===== config.mk =====
export PLATFORM = sky130hd
export DESIGN_NAME = seq_pattern_tx
export DESIGN_NICKNAME = d
export VERILOG_FILES = /design/src/rtl/seq_det_pkg.sv /design/src/rtl/seq_pattern_cnt.sv /design/src/rtl/seq_pattern_tx.sv
export SDC_FILE = /design/constraint.sdc
export NUM_CORES = 1
export LEC_CHECK = 0
export BUFFER_PORTS_ARGS = -buffer_cell sky130_fd_sc_hd__buf_2
export CAP_MARGIN = 20
export CORE_ASPECT_RATIO = 0.75
export CORE_MARGIN = 5
export CORE_UTILIZATION = 60
export DETAILED_ROUTE_END_ITERATION = 7
export HOLD_SLACK_MARGIN = 0.06
export PLACE_DENSITY_LB_ADDON = 0.05
export SETUP_SLACK_MARGIN = 0.02
export SLEW_MARGIN = 20
export SYNTH_ARGS = -nofsm -noshare
export SYNTH_HDL_FRONTEND = slang
export SYNTH_SLANG_ARGS = --single-unit

===== constraint.sdc =====
create_clock -name clk -period 5.3 [get_ports clk]
set_input_delay 0.265 -clock clk [delete_from_list [all_inputs] [get_ports clk]]
set_output_delay 0.265 -clock clk [all_outputs]
set_load 0.02 [all_outputs]

===== src/rtl/seq_det_pkg.sv =====
// Shared types and constants for the serial sequence generator and detector blocks.
package seq_det_pkg;

  typedef enum logic [1:0] {
    IDLE  = 2'd0,
    SHIFT = 2'd1,
    GAP   = 2'd2
  } state_e;

  localparam logic IDLE_BIT_DEF = 1'b0;

  // Width of a length field able to hold 0..pat_w
  function automatic int unsigned len_w(input int unsigned pat_w);
    return $clog2(pat_w) + 1;
  endfunction

endpackage


===== src/rtl/seq_pattern_cnt.sv =====
// Loadable down-counter with a zero flag; load takes priority over decrement.
module seq_pattern_cnt #(
  parameter int unsigned W = 4
) (
  input  logic         clk,
  input  logic         rstn,
  input  logic         i_load,
  input  logic [W-1:0] i_val,
  input  logic         i_dec,
  output logic [W-1:0] o_cnt,
  output logic         o_zero
);

  logic [W-1:0] r_cnt;

  always_ff @(posedge clk or negedge rstn) begin
    if (!rstn) begin
      r_cnt <= '0;
    end else if (i_load) begin
      r_cnt <= i_val;
    end else if (i_dec) begin
      r_cnt <= r_cnt - W'(1);
    end
  end

  assign o_cnt  = r_cnt;
  assign o_zero = (r_cnt == '0);

endmodule


===== src/rtl/seq_pattern_tx.sv =====
// Serial pattern generator: sends a latched pattern MSB-first, rpt+1 times,
// with gap idle cycles between repetitions.
module seq_pattern_tx
  import seq_det_pkg::*;
#(
  parameter int unsigned PAT_W    = 8,
  parameter int unsigned CNT_W    = 4,
  parameter logic        IDLE_BIT = IDLE_BIT_DEF
) (
  input  logic                      clk,
  input  logic                      rstn,
  input  logic                      start,
  output logic                      ready,
  input  logic [PAT_W-1:0]          pattern,
  input  logic [len_w(PAT_W)-1:0]   len,
  input  logic [CNT_W-1:0]          rpt,
  input  logic [CNT_W-1:0]          gap,
  input  logic                      abort,
  output logic                      out,
  output logic                      out_vld,
  output logic                      done,
  output logic                      err
);

  localparam int unsigned LW = len_w(PAT_W);

  state_e           r_state, w_state_n;
  logic [PAT_W-1:0] r_pat;
  logic [LW-1:0]    r_len;
  logic [CNT_W-1:0] r_gap;
  logic             r_out, r_vld, r_done, r_err;

  logic             w_out_n, w_vld_n, w_done_n, w_err_n;
  logic [LW-1:0]    w_len_eff;
  logic             w_accept;
  logic             w_first;

  logic             w_b_load, w_b_dec, w_b_zero;
  logic [LW-1:0]    w_b_val, w_bcnt;
  logic             w_r_load, w_r_dec, w_r_zero;
  logic [CNT_W-1:0] w_rcnt;
  logic             w_g_load, w_g_dec, w_g_zero;
  logic [CNT_W-1:0] w_g_val, w_gcnt;

  function automatic logic pick(input logic [PAT_W-1:0] p, input logic [LW-1:0] idx);
    logic [PAT_W-1:0] sh;
    sh = p >> idx;
    return sh[0];
  endfunction

  assign w_len_eff = (len > LW'(PAT_W)) ? LW'(PAT_W) : len;
  assign w_accept  = (r_state == IDLE) && start && !abort && (len != '0);
  assign w_first   = pick(r_pat, r_len - LW'(1));

  // bit index, remaining repetitions, remaining gap cycles
  seq_pattern_cnt #(.W(LW)) u_bit_cnt (
    .clk(clk), .rstn(rstn), .i_load(w_b_load), .i_val(w_b_val),
    .i_dec(w_b_dec), .o_cnt(w_bcnt), .o_zero(w_b_zero)
  );

  seq_pattern_cnt #(.W(CNT_W)) u_rep_cnt (
    .clk(clk), .rstn(rstn), .i_load(w_r_load), .i_val(rpt),
    .i_dec(w_r_dec), .o_cnt(w_rcnt), .o_zero(w_r_zero)
  );

  seq_pattern_cnt #(.W(CNT_W)) u_gap_cnt (
    .clk(clk), .rstn(rstn), .i_load(w_g_load), .i_val(w_g_val),
    .i_dec(w_g_dec), .o_cnt(w_gcnt), .o_zero(w_g_zero)
  );

  always_ff @(posedge clk or negedge rstn) begin
    if (!rstn) begin
      r_state <= IDLE;
    end else begin
      r_state <= w_state_n;
    end
  end

  // Next state plus the values the output registers take at the coming edge
  always_comb begin
    w_state_n = r_state;
    w_out_n   = IDLE_BIT;
    w_vld_n   = 1'b0;
    w_done_n  = 1'b0;
    w_err_n   = 1'b0;
    w_b_load  = 1'b0;
    w_b_val   = r_len - LW'(1);
    w_b_dec   = 1'b0;
    w_r_load  = 1'b0;
    w_r_dec   = 1'b0;
    w_g_load  = 1'b0;
    w_g_val   = r_gap - CNT_W'(1);
    w_g_dec   = 1'b0;
    case (r_state)
      IDLE: begin
        if (start && !abort) begin
          if (len == '0) begin
            w_err_n = 1'b1;
          end else begin
            w_state_n = SHIFT;
            w_b_load  = 1'b1;
            w_b_val   = w_len_eff - LW'(1);
            w_r_load  = 1'b1;
            w_out_n   = pick(pattern, w_len_eff - LW'(1));
            w_vld_n   = 1'b1;
            w_done_n  = (w_len_eff == LW'(1)) && (rpt == '0);
          end
        end
      end
      SHIFT: begin
        if (abort) begin
          w_state_n = IDLE;
        end else if (!w_b_zero) begin
          w_b_dec  = 1'b1;
          w_out_n  = pick(r_pat, w_bcnt - LW'(1));
          w_vld_n  = 1'b1;
          w_done_n = (w_bcnt == LW'(1)) && w_r_zero;
        end else if (w_r_zero) begin
          w_state_n = IDLE;
        end else begin
          w_r_dec = 1'b1;
          if (r_gap != '0) begin
            w_state_n = GAP;
            w_g_load  = 1'b1;
          end else begin
            // back-to-back repetition: next first bit follows with no bubble
            w_b_load = 1'b1;
            w_out_n  = w_first;
            w_vld_n  = 1'b1;
            w_done_n = (r_len == LW'(1)) && (w_rcnt == CNT_W'(1));
          end
        end
      end
      GAP: begin
        if (abort) begin
          w_state_n = IDLE;
        end else if (w_g_zero) begin
          w_state_n = SHIFT;
          w_b_load  = 1'b1;
          w_out_n   = w_first;
          w_vld_n   = 1'b1;
          w_done_n  = (r_len == LW'(1)) && w_r_zero;
        end else begin
          w_g_dec = (w_gcnt != '0);
        end
      end
      default: begin
        w_state_n = IDLE;
      end
    endcase
  end

  always_ff @(posedge clk or negedge rstn) begin
    if (!rstn) begin
      r_out  <= IDLE_BIT;
      r_vld  <= 1'b0;
      r_done <= 1'b0;
      r_err  <= 1'b0;
      r_pat  <= '0;
      r_len  <= '0;
      r_gap  <= '0;
    end else begin
      r_out  <= w_out_n;
      r_vld  <= w_vld_n;
      r_done <= w_done_n;
      r_err  <= w_err_n;
      if (w_accept) begin
        r_pat <= pattern;
        r_len <= w_len_eff;
        r_gap <= gap;
      end
    end
  end

  assign ready   = (r_state == IDLE);
  assign out     = r_out;
  assign out_vld = r_vld;
  assign done    = r_done;
  assign err     = r_err;

endmodule


# After elaboration in Yosys (flattened, before gate mapping)

Index checks and enable logic that the tools add are counted.

Logic and storage cells: 122
Register bits: 34
Output and inout bits: 5
Input bits: 24

Shifts and indexed selects: 3
Reduce and logical (&&, ||, !) cells: 22
$lt $le $gt $ge: 1
Add/subtract/negate cells: 6
Muxes and demuxes: 68
Equality and inequality tests: 11

Operators by type and width:

| cell                                                                    | count |
|---|---|
| 1-bit 2-to-1 mux                                                        | 45 |
| 4-bit 2-to-1 mux                                                        | 10 |
| 8-bit by 4-bit right shift with 1-bit output                            | 3 |
| 4-bit by 1-bit subtractor with 4-bit output, second input constant      | 6 |
| 4-bit logical NOT                                                       | 5 |
| 4-bit by 1-bit == test with 1-bit output, second input constant         | 4 |
| 2-bit 2-to-1 mux                                                        | 8 |
| 1-bit one-hot mux with 3 select lines                                   | 4 |
| 4-bit nonzero test                                                      | 3 |
| 1-bit logical AND                                                       | 8 |
| 2-bit one-hot mux with 3 select lines                                   | 1 |
| 2-bit nonzero test                                                      | 3 |
| 5-bit AND reduction                                                     | 1 |
| 4-bit greater-than comparator, second input constant                    | 1 |
| 4-bit inequality test, second input constant                            | 1 |
| 3-bit by 2-bit inequality test with 1-bit output, second input constant | 1 |
| 3-bit inequality test, second input constant                            | 1 |
| 2-bit by 1-bit == test with 1-bit output, second input constant         | 1 |
| 2-bit == test, second input constant                                    | 1 |
| 2-bit logical NOT                                                       | 1 |
| 2-bit by 1-bit inequality test with 1-bit output, second input constant | 1 |
| 2-bit inequality test, second input constant                            | 1 |
| 1-bit logical NOT                                                       | 1 |

# Longest topological paths before layout

Gate-level depths: netlist (run 1).

Word-level depth: 7
Depth in mapped cells: 12
Mapped depth without buffers: 10

# Cells and area by module

From an unflattened synthesis (run 1), not the netlist that was laid out.

Cells, all modules: 212
Area, all modules: 2117.0 um^2

By module, submodules not included:

| module          | instances | cells each | area an instance (um^2) |
|---|---|---|---|
| seq_pattern_tx  | 1         | 149        | 1426.4 |
| seq_pattern_cnt | 3         | 21         | 230.2 |

# Worst setup path after synthesis (run 1)

OpenSTA, ideal clock, no wires.

Path kind: register to register
From: reg u_bit_cnt.r_cnt[0] (netlist: u_bit_cnt.o_cnt[0])
To: reg u_gap_cnt.r_cnt[2] (netlist: u_gap_cnt.o_cnt[2])
Stages on the path, launching flop included: 13
Arrival: 2.336 ns
Setup time: 0.121 ns
Slack: 2.843 ns
Clock period less this slack: 2.457 ns
Cell sequence: dfrtp_1 buf_2 inv_1 ha_1 nor3b_1 and3_1 buf_4 a21oi_1 a21oi_1 ha_1 inv_1 a32o_1 a22o_1

Cells in the longest elaborated chain, start to end: 5

Ends and longest elaborated chain:

| what                                                   | RTL line              | text |
|---|---|---|
| start: declaration                                     | seq_pattern_cnt.sv:14 | `logic [W-1:0] r_cnt;` |
| start signal: assignment                               | seq_pattern_cnt.sv:20 | `r_cnt <= i_val;` |
| start signal: assignment                               | seq_pattern_cnt.sv:22 | `r_cnt <= r_cnt - W'(1);` |
| 4-bit logical NOT (*)                                  | seq_pattern_cnt.sv:27 | `assign o_zero = (r_cnt == '0);` |
| 1-bit 2-to-1 mux (*)                                   | seq_pattern_tx.sv:113 | `end else if (!w_b_zero) begin` |
| 1-bit 2-to-1 mux (*)                                   | seq_pattern_tx.sv:111 | `if (abort) begin` |
| 1-bit 2-to-1 mux (*)                                   | seq_pattern_tx.sv:94  | `case (r_state)` |
| 4-bit 2-to-1 mux or 2-bit nonzero test (tied branches) | --                    |  |
| end signal: assignment                                 | seq_pattern_cnt.sv:20 |  |
| end signal: assignment                                 | seq_pattern_cnt.sv:22 |  |
| end: declaration                                       | seq_pattern_cnt.sv:14 |  |

Every way passes the cells marked *; elsewhere a longest branch is shown, timed or not.
A chain may end at the register's enable or synchronous reset.

# Final worst setup path (run 1)

Same ends and word-level chain as after synthesis.

==> flow_metrics.py, run 1 <==
metrics = {
    "placed_design": {
        "numPortBuffers": 28,
        "dp_hpwl_um": 3756,
        "gp_congestion": 0.9015,
    },
    "sta": {
        "rsz0062_at_grt": "no",
        "fin_crit_sh_pct": 59.06,
        "fmax_mhz": 319.5,
        "final_hold_viol_count": 0,
        "slew_headroom_pct": 39.35,
        "tns_ps": 0,
        "hold_ws_ps": 27.85,
        "fin_crit_ps": 3130,
        "slew_violations": 0,
        "finalSetupViolations": 0,
        "worstMarginPinSlew_ps": 901.5,
        "fin_worst_skew_ps": 8.442,
    },
    "logic_synthesis": {
        "synthFlopType": "dfrtp_1",
        "avgSynthCellArea_sq_um": 9.691,
        "ys_ff_latch": 34,
        "yosys_warnings": 0,
        "synth_cells": 212,
        "async_reset_ff_share_pct": 100.0,
        "synth_seq_area_share_pct": 41.41,
        "synth_area_leaders": "dfrtp_1 41%, nand2_1 9.1%, ha_1 5.5%",
        "yosys.area.top_type": "dfrtp_1",
        "syn_area_sq_um": 2054,
        "yosys-top-cells-count": "50 x nand2_1, 34 x dfrtp_1, 11 x inv_1",
        "syn_nets": 245,
        "synth_cell_type_count": 49,
        "synth-edff-count": 0,
        "synth.top_cell.area_share_pct": 41.41,
        "synthMostInstantiatedCell": "nand2_1",
    },
    "grt": {
        "grt_max_degree": 35,
        "grt_use_total_pct": 23.09,
        "grt_pass1_wl_um": 8238,
        "grt_antenna_before_repair": 0,
        "first_global_vias": 1690,
        "grt-ovfl-total": 0,
    },
    "final_layout": {
        "area_growth_pct": 13.89,
        "nets": 273,
        "diodes": 0,
        "drive_gt1_share_pct": 20.75,
    },
    "worst_setup_path": {
        "crit_buf_inv": 2,
        "cp_slowest_cell": "and3_1",
        "critical_path.cell_chain": "inv_1, ha_1, nor3b_1, and3_1, a21oi_1, a21oi_1, ha_1, inv_1, a32o_1, a22o_1",
        "arrival_ps": 3320,
        "critPathKind": "reg -> reg",
        "worstPathRequired_ps": 5490,
        "path_delay_family": "simple AND/OR/NAND/NOR gates",
        "r2r_slack_ps": 2170,
        "cp_max_fo": 11,
        "startpoint_type": "flop",
        "r2r_cells": 10,
        "r2r_start": "u_bit_cnt.o_cnt[0]",
        "r2r_end": "u_gap_cnt.o_cnt[2]",
        "cpPeakStageDelay_ps": 590,
        "cp-end-kind": "flop",
    },
    "cts": {
        "clk_path_buf_depth": 2,
        "cts_hold_buf": 0,
        "clock_latency_ps": 300,
        "cts_made_buffers": 5,
        "cts_root_buffer": "clkbuf_8",
        "cts_setup_buffers": 0,
        "ctsResizeCount": 0,
        "clk_pin_slew_ps": 70,
        "clock-sinks": 34,
        "tritoncts": "done",
        "cts_max_level": 2,
    },
    "hold_path": {
        "hold_class": "in -> async",
    },
    "pwr": {
        "p_leak_nw": 1.118,
        "powerDensity_nw_per_um2": 532.7,
        "ir_drop_mv": 0.2972,
        "total_power_mw": 1.246,
    },
    "drt": {
        "drt-wirelength-per-cell_um": 18.17,
        "dr.pass1.iters": 6,
        "drt_iter0_markers": 182,
        "detail-route-antenna-nets": 0,
        "vias_per_cell": 6.370,
        "wl_um": 5106,
        "vias": 1790,
        "drc": 0,
    },
    "run": {
        "maxCapViolCount": 0,
    },
    "floorplan": {
        "rows": 18,
        "start_util_pct": 62.48,
        "core_region_area_sq_um": 3288,
        "ios": 29,
        "die_x_um": 77.57,
        "die_area_sq_um": 4707,
        "dieHeight_um": 60.68,
    },
    "run_status": {
        "status": "completed",
    },
}
## per-layer routing
layer / up-vias / part of all wire (%) / track usage (%)
met5: - / 0 / 0
met4: 0 / 1.4 / 6.618
met3: 11 / 8.6 / 4.896
met2: 104 / 45 / 37.41
met1: 853 / 45 / 31.94
li1: 822 / - / -
## layout by cell type (no fill, tap or decap), types with 4 or more instances in the layout
cell type | Yosys | final
nand2_1 | 50 | 50
dfrtp_1 | 34 | 34
buf_2 | 2 | 28
inv_1 | 11 | 11
ha_1 | 9 | 9
nor2_1 | 7 | 7
nand3_1 | 7 | 7
mux2i_1 | 7 | 7
nor3_1 | 6 | 6
xor2_1 | 6 | 6
clkbuf_8 | 0 | 6
a21oi_1 | 5 | 5
mux4_2 | 5 | 5
nor4_1 | 4 | 4
nand4_1 | 4 | 4
a22oi_1 | 4 | 4
o21ai_0 | 4 | 4
## report_power, final
part           switching [mW]  internal, mW
Clock                   0.102         0.201
Sequential              0.123         0.359
Combinational           0.244         0.218
Total                   0.469         0.777
## flip-flops by register name, indices dropped and copies added (netlist names)
name / count
r_len: 4
r_pat: 8
out_vld: 1
out: 1
r_gap: 4
err: 1
done: 1
u_bit_cnt.o_cnt: 4
u_rep_cnt.o_cnt: 4
u_gap_cnt.o_cnt: 4
r_state: 2
## stage by stage
step | utilization (%) | cell area [sq um] | worst slack (ps) | cells
global route | 71.16 | 2340 | 2007 | 281
finish | 71.16 | 2340 | 2170 | 281
CTS | 71.16 | 2340 | 2283 | 281
global placement | 66.82 | 2197 | 2624 | 273
detailed placement | 66.82 | 2197 | 2347 | 273
floorplan | - | 2054 | 2843 | 212
## worst max path at each step
| stage | start | endpoint | slack, ps | cells after the start |
|---|---|---|---|---|
| after floorplan | u_bit_cnt.o_cnt[0] | u_gap_cnt.o_cnt[2] | 2840 | 12 |
| after global placement | u_bit_cnt.o_cnt[0] | u_gap_cnt.o_cnt[2] | 2620 | 10 |
| after detailed placement | u_bit_cnt.o_cnt[0] | u_gap_cnt.o_cnt[2] | 2350 | 10 |
| after CTS | u_bit_cnt.o_cnt[0] | u_gap_cnt.o_cnt[2] | 2280 | 10 |
| after global routing | u_bit_cnt.o_cnt[0] | u_gap_cnt.o_cnt[2] | 2010 | 10 |
| final | u_bit_cnt.o_cnt[0] | u_gap_cnt.o_cnt[2] | 2170 | 10 |
## area by class of cell
type | instances | area (sq um)
Fill cell | 258 | 948.4
Clock inverter | 2 | 60.06
Multi-Input combinational cell | 160 | 1115
Clock buffer | 6 | 82.58
Timing Repair Buffer | 28 | 140.1
Inverter | 11 | 41.29
Tap cell | 40 | 50.05
Sequential cell | 34 | 850.8
## cell families (layout without fill, tap and decap cells)
group | after synthesis | after routing | synth area share, %
xor+xnor | 7 | 7 | 2.984
mux | 13 | 13 | 9.440
buf+inv | 18 | 47 | 4.324
simple gates | 99 | 99 | 24.42
flops | 34 | 34 | 41.41
compound gates | 32 | 32 | 11.94
fa+ha+maj | 9 | 9 | 5.481
No activity file was read; power rests on OpenSTA's default activity.
==> inputs of run 2 (changes only) <==
--- a/config.mk
+++ b/config.mk
@@ -5,11 +5,12 @@
 export SDC_FILE = /design/constraint.sdc
 export NUM_CORES = 1
 export LEC_CHECK = 0
+export ABC_AREA = 1
 export BUFFER_PORTS_ARGS = -buffer_cell sky130_fd_sc_hd__buf_2
 export CAP_MARGIN = 20
 export CORE_ASPECT_RATIO = 0.75
 export CORE_MARGIN = 5
-export CORE_UTILIZATION = 60
+export CORE_UTILIZATION = 52
 export DETAILED_ROUTE_END_ITERATION = 7
 export HOLD_SLACK_MARGIN = 0.06
 export PLACE_DENSITY_LB_ADDON = 0.05
==> constraint.sdc (replaced) <==
create_clock -name clk -period 2.55 [get_ports clk]
set_input_delay 0.1275 -clock clk [delete_from_list [all_inputs] [get_ports clk]]
set_output_delay 0.1275 -clock clk [all_outputs]
set_load 0.02 [all_outputs]
==> run 2 against run 1 <==
- die area rose by 17%
- total power rose by 90%
- sequential power rose by 87%
- synthesized cell count rose by 31%
- critical path depth rose by 1
- cell count rose by 33%
- combinational power rose by 130%
- clock skew fell by 1.8 ps
- final area rose by 7.3%
- global-route usage fell by 2.1 points
- highest routed layer unchanged
==> flow_metrics.py, run 2 <==
metrics = {
    "run_status": {
        "status": "completed",
    },
    "cts": {
        "cts_setup_buffers": 0,
        "cts_max_level": 2,
        "clk_path_buf_depth": 2,
        "cts_made_buffers": 5,
        "ctsResizeCount": 0,
        "cts_root_buffer": "clkbuf_8",
        "clk_pin_slew_ps": 70,
        "cts_hold_buf": 8,
        "clock_latency_ps": 290,
        "clock-sinks": 34,
        "tritoncts": "done",
    },
    "logic_synthesis": {
        "async_reset_ff_share_pct": 100.0,
        "ys_ff_latch": 34,
        "synthMostInstantiatedCell": "nand2_1",
        "avgSynthCellArea_sq_um": 7.687,
        "synth_seq_area_share_pct": 39.81,
        "yosys.area.top_type": "dfrtp_1",
        "synth_cell_type_count": 35,
        "synth_area_leaders": "dfrtp_1 40%, nand2_1 12%, inv_1 6.9%",
        "yosys_warnings": 0,
        "synthFlopType": "dfrtp_1",
        "yosys-top-cells-count": "71 x nand2_1, 39 x inv_1, 34 x dfrtp_1",
        "synth-edff-count": 0,
        "synth.top_cell.area_share_pct": 39.81,
        "synth_cells": 278,
        "syn_nets": 311,
        "syn_area_sq_um": 2137,
    },
    "pwr": {
        "switching_share_pct": 43.22,
        "power.switching_mw": 1.022,
        "pwr-share-clk_pct": 17.6,
        "total_power_mw": 2.365,
        "cellInternalPower_mw": 1.343,
        "power_frac_seq_pct": 38.1,
        "p_leak_nw": 1.260,
        "ir_drop_mv": 0.5254,
        "share_comb_of_total_power_pct": 44.3,
        "powerDensity_nw_per_um2": 941.6,
    },
    "final_layout": {
        "largest_reg_flops": 8,
        "regMostFlops": "r_pat",
        "diodes": 0,
        "drive_gt1_share_pct": 17.50,
        "final_core_util_pct": 62.72,
        "layout_commonest_cell": "nand2_1",
        "nets": 352,
        "layout_common_cells": "71 x nand2_1, 39 x inv_1, 34 x dfrtp_1",
        "area_growth_pct": 17.51,
    },
    "grt": {
        "grt-ovfl-total": 0,
        "grt_max_degree": 35,
        "grt_use_total_pct": 21.01,
        "first_global_vias": 1883,
        "grt_pass1_wl_um": 9039,
        "grt_antenna_before_repair": 0,
    },
    "worst_setup_path": {
        "worstPathRequired_ps": 2790,
        "cp-end-kind": "flop",
        "cp_max_fo": 8,
        "r2r_cells": 11,
        "arrival_ps": 2410,
        "startpoint_type": "flop",
        "r2r_slack_ps": 380,
        "critPathKind": "reg -> reg",
    },
    "run": {
        "maxCapViolCount": 0,
    },
    "placed_design": {
        "dp_hpwl_um": 3930,
        "numPortBuffers": 28,
        "gp_congestion": 0.8738,
    },
    "hold_path": {
        "hold_class": "in -> reg",
        "holdPathStages": 3,
    },
    "drt": {
        "dr.pass1.iters": 4,
        "drt_iter0_markers": 138,
        "drc": 0,
        "vias_per_cell": 5.200,
        "vias": 1950,
        "drt-wirelength-per-cell_um": 13.91,
        "detail-route-antenna-nets": 0,
        "wl_um": 5217,
    },
    "sta": {
        "final_hold_viol_count": 0,
        "rsz0062_at_grt": "no",
        "slew_headroom_pct": 47.53,
        "fin_crit_ps": 2170,
        "hold_ws_ps": 68.63,
        "fin_crit_sh_pct": 85.11,
        "finalSetupViolations": 0,
        "worstMarginPinSlew_ps": 787.1,
        "fmax_mhz": 460.8,
        "slew_violations": 0,
        "tns_ps": 0,
        "fin_worst_skew_ps": 6.594,
    },
    "floorplan": {
        "ios": 29,
        "die_x_um": 84.03,
        "rows": 20,
        "start_util_pct": 53.38,
        "core_region_area_sq_um": 4004,
        "die_area_sq_um": 5505,
        "dieHeight_um": 65.52,
    },
}
==> run 2: stage by stage <==
step	setup WS [ps]	instances	cell area, sq um
after floorplan	610.2	278	2137
after global placement	490.3	359	2340
after detailed placement	392.6	359	2340
after CTS	375.2	375	2511
after global routing	189.5	375	2511
final	379.6	375	2511
==> run 2: cell type report <==
cell class / count / area, sq um
tap: 55 / 68.82
clock buffer: 7 / 86.33
sequential: 34 / 850.8
multi-input combinational: 197 / 1104
inverter: 43 / 161.4
fill: 384 / 1493
clock inverter: 1 / 5.005
timing repair buffer: 38 / 235.2
==> run 2: final timing paths <==
| check | startpoint | endpoint |
|---|---|---|
| max in group asynchronous | rstn | err |
| hold / removal | gap[2] | r_gap[2] |
| setup / recovery | u_bit_cnt.o_cnt[0] | u_gap_cnt.o_cnt[2] |
| setup reg to reg | u_bit_cnt.o_cnt[0] | u_gap_cnt.o_cnt[2] |
| hold reg to reg | r_len[1] | r_len[1] |
| min in group asynchronous | rstn | r_pat[0] |
==> run 2: metal layers <==
metal | up-vias | part of all wire, % | global-route usage (%)
met2 | 52 | 39 | 29.04
met1 | 902 | 52 | 31.01
li1 | 989 | - | -
met3 | 7 | 7.2 | 6.892
met4 | 0 | 1.3 | 5.823
met5 | - | 0 | 0
==> run 2: kinds of logic (layout without fill, tap and decap cells) <==
family	Yosys count	count (layout)	synth area share (%)
fa+ha+maj	9	9	5.269
xor+xnor	6	6	2.459
compound gates	47	47	13.41
buf+inv	47	89	8.548
simple gates	135	135	30.50
flops	34	34	39.81
==> run 2: critical path: stages (launching register included) <==
cell and delay, ps:
dfrtp_1 470, inv_1 210, ha_1 180, inv_1 70, nor3_4 310, nand4_4 190
nand2_1 100, nand2_1 90, ha_1 220, xnor2_1 160, nand2_1 60, nand2_1 60
==> run 2: power by group through the flow <==
stage,sequential (mW),combinational (mW),clock [mW]
after detailed placement,0.902,1.03,0
after global routing,0.918,1.21,0.461
after CTS,0.895,1.05,0.421
after global placement,0.901,1.02,0
after floorplan,0.865,0.790,0
final,0.901,1.05,0.416
